**src/rtl/ldl_fifo_arb_pkg.sv**
```systemverilog
// Shared types and helpers for the ldl FIFO write-side arbiters.
package ldl_fifo_arb_pkg;

    // Arbiter FSM: waiting to grant, or holding a grant for up to BURST beats.
    typedef enum logic {
        ST_IDLE  = 1'b0,
        ST_BURST = 1'b1
    } arb_state_t;

    // Index width that never collapses to zero bits (N==1 still gets one bit).
    function automatic int clog2_min1(input int n);
        return (n > 1) ? $clog2(n) : 1;
    endfunction

endpackage

```
**src/rtl/ldl_rr_pick_v1.sv**
```systemverilog
// Circular first-one finder: returns the first set bit of req scanning
// ptr, ptr+1 .. N-1, 0 .. ptr-1. Purely combinational, reusable by any arbiter.
module ldl_rr_pick_v1 #(
    parameter int N  = 4,
    parameter int IW = 2
) (
    input  logic [N-1:0]  req,
    input  logic [IW-1:0] ptr,
    output logic [IW-1:0] idx,
    output logic          hit
);

    logic [N-1:0] rot;
    logic [IW:0]  sum;

    // Rotate req so bit 0 is the ptr position, then take the lowest set bit and map it back.
    always_comb begin
        rot = N'({req, req} >> ptr);
        idx = '0;
        hit = 1'b0;
        sum = '0;
        for (int k = N - 1; k >= 0; k--) begin
            if (rot[k]) begin
                sum = {1'b0, ptr} + (IW + 1)'(k);
                if (sum >= (IW + 1)'(N)) begin
                    sum = sum - (IW + 1)'(N);
                end
                idx = sum[IW-1:0];
                hit = 1'b1;
            end
        end
    end

endmodule

```
**src/rtl/ldl_fifo_wr_arb_v1.sv**
```systemverilog
// Round-robin burst arbiter for the write side of one async FIFO.
// Optional build macro: LDL_FIFO_WR_ARB_PRIO0_EN makes requester 0 strict priority.
//
// Handshake: requester i raises req[i] with din slice i valid and holds both stable
// until ack[i] pulses; ack[i] marks the cycle its word is written into the FIFO.
// Dropping req[i] before ack simply ends that requester's burst.
module ldl_fifo_wr_arb_v1
    import ldl_fifo_arb_pkg::*;
#(
    parameter  int N     = 4,
    parameter  int DW    = 8,
    parameter  int BURST = 4,
    localparam int IW    = clog2_min1(N)
) (
    input  logic              clk,
    input  logic              rst,
    input  logic [N-1:0]      req,
    input  logic [N*DW-1:0]   din,
    output logic [N-1:0]      ack,
    output logic [IW-1:0]     owner,
    output logic              busy,
    input  logic              fifo_full,
    output logic              fifo_we,
    output logic [IW+DW-1:0]  fifo_din
);

    localparam int BW = $clog2(BURST) + 1;

    arb_state_t      state_q, state_d;
    logic [IW-1:0]   ptr_q, owner_q, ptr_next;
    logic [BW-1:0]   beat_q;
    logic [N-1:0]    pick_req;
    logic [IW-1:0]   pick_idx, grant_idx;
    logic            pick_hit, grant_hit;
    logic            own_req, wr, leave;
    logic [DW-1:0]   own_data;

    ldl_rr_pick_v1 #(
        .N  (N),
        .IW (IW)
    ) u_pick (
        .req (pick_req),
        .ptr (ptr_q),
        .idx (pick_idx),
        .hit (pick_hit)
    );

    // Grant selection: round-robin, optionally with requester 0 jumping the queue.
    always_comb begin
`ifdef LDL_FIFO_WR_ARB_PRIO0_EN
        pick_req  = req & ~N'(1);
        grant_hit = |req;
        grant_idx = req[0] ? '0 : pick_idx;
`else
        pick_req  = req;
        grant_hit = pick_hit;
        grant_idx = pick_idx;
`endif
    end

    // Owner's request and data, plus the write/leave decisions for this cycle.
    always_comb begin
        own_req  = 1'b0;
        own_data = '0;
        for (int i = 0; i < N; i++) begin
            if (owner_q == IW'(i)) begin
                own_req  = req[i];
                own_data = din[i*DW +: DW];
            end
        end
        wr       = (state_q == ST_BURST) && own_req && !fifo_full;
        leave    = (state_q == ST_BURST) &&
                   (!own_req || (wr && (beat_q == BW'(BURST - 1))));
        ptr_next = (owner_q == IW'(N - 1)) ? '0 : owner_q + IW'(1);
    end

    // State register.
    always_ff @(posedge clk or negedge rst) begin
        if (!rst) begin
            state_q <= ST_IDLE;
        end else begin
            state_q <= state_d;
        end
    end

    // Next-state logic: a grant always costs one IDLE cycle before the next one.
    always_comb begin
        state_d = state_q;
        case (state_q)
            ST_IDLE:  if (grant_hit) state_d = ST_BURST;
            ST_BURST: if (leave)     state_d = ST_IDLE;
            default:  state_d = ST_IDLE;
        endcase
    end

    // Owner capture, beat counting and round-robin pointer advance.
    always_ff @(posedge clk or negedge rst) begin
        if (!rst) begin
            ptr_q   <= '0;
            owner_q <= '0;
            beat_q  <= '0;
        end else if (state_q == ST_IDLE) begin
            if (grant_hit) begin
                owner_q <= grant_idx;
                beat_q  <= '0;
            end
        end else if (leave) begin
            beat_q <= '0;
`ifdef LDL_FIFO_WR_ARB_PRIO0_EN
            if (owner_q != '0) begin
                ptr_q <= ptr_next;
            end
`else
            ptr_q <= ptr_next;
`endif
        end else if (wr) begin
            beat_q <= beat_q + BW'(1);
        end
    end

    // Outputs: write strobe and ack come straight from the registered owner.
    always_comb begin
        ack = '0;
        for (int i = 0; i < N; i++) begin
            if (wr && (owner_q == IW'(i))) begin
                ack[i] = 1'b1;
            end
        end
        fifo_we  = wr;
        fifo_din = {owner_q, own_data};
        owner    = owner_q;
        busy     = (state_q == ST_BURST);
    end

endmodule

```
**config.mk**
```make
export PLATFORM = sky130hd
export DESIGN_NAME = ldl_fifo_wr_arb_v1
export DESIGN_NICKNAME = d
export VERILOG_FILES = /design/src/rtl/ldl_fifo_arb_pkg.sv /design/src/rtl/ldl_rr_pick_v1.sv /design/src/rtl/ldl_fifo_wr_arb_v1.sv
export SDC_FILE = /design/constraint.sdc
export NUM_CORES = 1
export LEC_CHECK = 0
export CAP_MARGIN = 30
export CORE_MARGIN = 4
export CORE_UTILIZATION = 39
export CTS_CLUSTER_DIAMETER = 150
export DETAILED_ROUTE_END_ITERATION = 12
export PLACE_DENSITY = 0.85
export SYNTH_ARGS = -nofsm -noshare
export SYNTH_HDL_FRONTEND = slang
export SYNTH_SLANG_ARGS = --single-unit
```
**constraint.sdc**
```tcl
create_clock -name clk -period 5.2 [get_ports clk]
set_input_delay 1.04 -clock clk [delete_from_list [all_inputs] [get_ports clk]]
set_output_delay 1.04 -clock clk [all_outputs]
set_load 0.01 [all_outputs]
```
# Yosys cells after proc, flatten, opt, wreduce, memory -nomap -nowiden
# Cells that the tools add are included.
# Widths: inputs -> output; s select.
# classes
addsub	9
magnitude_cmp	4
n_reduce_logical	16
n_shift	1
n_bitwise	1
muxes	32
n_eq_ne	5
# ops
operator	count
$mux 8	4
$mux 2	9
$mux 1	14
$mux 3	4
$ge 3x3->1 const B	3
$logic_and 1x1->1	8
$shr 8x2->4	1
$sub 2x1->2 const B	4
$add 2x2->3 const B	2
$reduce_and 2->1	3
$eq 2x2->1 const B	2
$add 2x1->3 const B	1
$add 3x1->3 const B	1
$eq 3x2->1 const B	1
$ge 2x3->1 const B	1
$ne 3x1->1 const B	1
$add 2x1->2 const B	1
$eq 2x1->1 const B	1
$logic_not 1->1	2
$logic_not 2->1	1
$pmux 1 s2	1
$reduce_bool 2->1	1
$logic_or 1x1->1	1
$not 1->1	1
# totals
inputBits	39
output_inout_bits	18
wordCells	72
regBits	8

# Depth between registers and ports, before layout
# logic_depth
depth_word	12
mapped_depth	7
ltp_nobuf	6

# Modules after synthesis
# Synthesis repeated with hierarchy kept, for this count alone.
# hier_totals
hier_cells	122
area_unflattened_um2	882.1
# modules_own_cells
mod	cells_each	area_each_um2	n_inst	seq_area_each_um2
ldl_fifo_wr_arb_v1	107	804.5	1	200.2
ldl_rr_pick_v1	15	77.6	1	0.0

# Worst setup path after synthesis
# OpenSTA, ideal clock, no wires.
# synth_timing
kind	input to output
startpoint	input req[0]
endpoint	output ack[0]
required_time_ps	4160
slack_ps	2324
n_path_buf	0
t_arrival_ps	1836
cell_stages	3
cell_sequence	nand3b_1 > a2111oi_4 > and2_1
# synth_between
elab_chain_cells	8
# synth_rtl
item	line_no	source
start: declaration	ldl_fifo_wr_arb_v1.sv:17	input logic [N-1:0] req,
$mux 1 (4 in a row)	ldl_fifo_wr_arb_v1.sv:66	if (owner_q == IW'(i)) begin
$logic_and 1x1->1 (2 in a row)	ldl_fifo_wr_arb_v1.sv:71	wr = (state_q == ST_BURST) && own_req && !fifo_full;
named net fifo_we	ldl_fifo_wr_arb_v1.sv:23	output logic fifo_we,
$logic_and 1x1->1	ldl_fifo_wr_arb_v1.sv:125	if (wr && (owner_q == IW'(i))) begin
$mux 1	ldl_fifo_wr_arb_v1.sv:125	
end: declaration	ldl_fifo_wr_arb_v1.sv:19	output logic [N-1:0] ack,
# The timed path passes the listed nets, and every way through them passes these cells.

# Worst setup path in the final report
# layout_timing
startpoint	input req[1]
endpoint	output ack[1]
# layout_between
elab_chain_cells	7
# layout_rtl
item	line_no
$mux 1 (3 in a row)	ldl_fifo_wr_arb_v1.sv:66
$logic_and 1x1->1 (2 in a row)	ldl_fifo_wr_arb_v1.sv:71
$logic_and 1x1->1	ldl_fifo_wr_arb_v1.sv:125
$mux 1	ldl_fifo_wr_arb_v1.sv:125
# Every way passes these cells.

==> results_dict.tcl <==
set metrics [dict create \
    clk_root_buffer_cell "clkbuf_4" \
    finClkSkew_ns 0.00156 \
    run_status "completed" \
    syn_inst 113 \
    post_cts_resized 0 \
    cts_max_level 1 \
    critical_path_class "in -> out" \
    clock_insertion_delay_worst_skew_ns 0.25 \
    final_critical_path_time_including_i_o_delays_and_setup_ns 4.02 \
    cts_made_buffers 3 \
    drt-wirelength-per-cell_um 14.1 \
    synth.cells.most_frequent "nand2_1, a21oi_1, dfrtp_1, nor2_1, nand3b_1" \
    holdCritPathClass "reg -> reg" \
    postSynth.topFlopCell "dfrtp_1" \
    worst_hold_slack_ns 0.484 \
    synth_enable_flop_cells 0 \
    route.final.wire_length_um 2700 \
    gpl.final_weighted_congestion 0.844 \
    yosysSeqAreaShare 0.226 \
    setup_total_negative_slack_ns 0 \
    required_ns 4.16 \
    place_inst 188 \
    floorplan.core_area_sq_um 2060 \
    top_layer_used "met4" \
    crit_path_max_fanout 5 \
    worst_slew_margin_rel 0.505 \
    synth-seq-cells 8 \
    dpl-instance-area_sq_um 1430 \
    numPortBuffers 56 \
    cts_buffer_depth 2 \
    die_width_um 55.7 \
    final-setup-viol-count 0 \
    detail_route.vias_per_cell 5.20 \
    drv_slew 0 \
    postCtsHoldBufs 0 \
    multiInputGateArea_sq_um 613 \
    wl_met2_um 1060 \
    layout.nets 211 \
    num_antenna_cells 0 \
    post_synth_instance_area_sq_um 886 \
    path_common_cell "clkdlybuf4s50_1" \
    path_clk_slew_ns 0.05 \
    yosys_warnings 0 \
    drt.antenna.violating_nets 0 \
    cts_tree "done" \
    route.detailed.drc 0 \
    critical_path.max_stage_delay_ns 0.59 \
    dieArea_sq_um 3100 \
    final.period_utilization 0.772 \
    drt_iter0_markers 49 \
    synthDominantCellAreaShare 0.226 \
    rsz0062_at_grt "false" \
    synth.area.top_cells "dfrtp_1, a21oi_1, ha_1, nand2_1, nand3b_1" \
    synth_area_per_cell_sq_um 7.84 \
    grt_pass1_wl_um 4340 \
    io_pins 57 \
    post-cts-setup-buffers 0 \
    via_count 993 \
    die_h_um 55.7 \
    final_cells 191 \
    dp.final_hpwl_um 2110 \
    ff_latch_area_sq_um 200 \
    syn_nets 158 \
    first_pass_iters 4 \
    path_buf_inv 2 \
    crit_chain "clkdlybuf4s50_1 -> a211oi_2 -> a2111oi_4 -> and2_1 -> clkdlybuf4s50_1" \
    synth_largest_area_cell "dfrtp_1" \
    met3_length_um 301 \
    synthDistinctLibCells 30 \
    tightest_slew_ns 0.743 \
    cellLeakagePower_uw 0.000548 \
    grt_pass1_vias 911 \
    cellPowerDensity_nw_per_um2 493 \
    synth-async-reset-ratio 1.00 \
    fillerInstances 168 \
    max_cap_violations 0 \
    cp_data_arrival_time_ns 2.98 \
    finalPower_uw 716 \
    timing.critical_path.from_type "input port" \
    global_route.usage.total 0.172 \
    areaGrowthSynthToFinish_pct 64.0 \
    post_route_cells_drive_above_1_share 0.0549 \
    crit_family "buffers and inverters" \
    rows 16 \
    route.layer.met1.wl_um 1310 \
    grt_overflow 0 \
    stdcell_area_sq_um 1450 \
    finalHoldViolations 0 \
    synth.most_common_cell "nand2_1" \
    achievable-frequency_mhz 249 \
    worst_ir_drop_vdd_v 0.000350 \
    crit_path_end_kind "output pin" \
    cts_num_sinks 8 \
    antenna_found_initial 0 \
    initial_utilization 0.430 \
    cpMaxStageDelayCell "clkdlybuf4s50_1" \
    largest_net_degree_at_the_start_of_global_routing 22 \
]
## area by class of cell
type,count,share of cell area
Clock buffer,3,0.0155
Inverter,6,0.0155
Multi-Input combinational cell,91,0.422
Sequential cell,8,0.138
Tap cell,27,0.0233
Timing Repair Buffer,56,0.386
## routing by layer
layer | vias up | global-route usage
met4 | 0 | 0.0625
li1 | 501 | -
met3 | 2 | 0.0487
met1 | 433 | 0.244
met5 | - | 0
met2 | 57 | 0.243
## where the power goes
group	internal [uW]	switching, uW	leakage [uW]
clock network	26.3	19.9	0.0000138
logic	293	252	0.000435
registers	88.9	35.9	0.0000996
total	408	308	0.000548
## through the flow
step,worst slack (ns),util
floorplan,2.32,-
global placement,1.22,0.694
detailed placement,1.20,0.694
CTS,1.19,0.704
global route,1.07,0.704
finish,1.18,0.704
## logic make-up (layout without fill, tap and decap cells)
family | after synthesis | count (layout) | share of synthesized area
and+or+nand+nor | 45 | 45 | 0.271
AOI/OAI and AO/OA | 36 | 36 | 0.287
buffers and inverters | 14 | 65 | 0.0819
DFF | 8 | 8 | 0.226
adders and majority gates | 6 | 6 | 0.0847
muxes | 4 | 4 | 0.0494
## flip-flops by register name, summed over array words and instances, names as in the netlist
name / cells
ptr_q: 2
busy: 1
owner: 2
beat_q: 3
## worst reg2reg max path, stage by stage (launching register included)
cell	delay, ns
dfrtp_1	0.45
ha_1	0.68
a211oi_2	0.16
a211oi_2	0.33
a21bo_1	0.20
mux2_1	0.33
## worst paths after layout
path | startpoint | endpoint | slack, ns | depth (start not counted)
setup / recovery | req[1] | ack[1] | 1.18 | 5
hold / removal | beat_q[0] | beat_q[0] | 0.48 | 1
setup reg to reg | owner[0] | ptr_q[1] | 2.92 | 5
hold reg to reg | beat_q[0] | beat_q[0] | 0.48 | 1
max in group asynchronous | rst | beat_q[0] | 3.89 | 1
min in group asynchronous | rst | owner[0] | 1.06 | 1
## cells in the final DEF, fill, tap and decap left out, drive strengths merged, types with 2 or more instances in the layout
master          n
inv             6
nor2b           5
nand2          17
and2            3
a21oi          15
a211oi          2
nand2b          3
clkbuf          3
o31ai           2
mux2            3
clkdlybuf4s50  56
dfrtp           8
nor2            8
o21ai           6
o22ai           2
nand3b          7
a221oi          3
ha              6
Note: power is estimated with default switching activity, not from simulation.
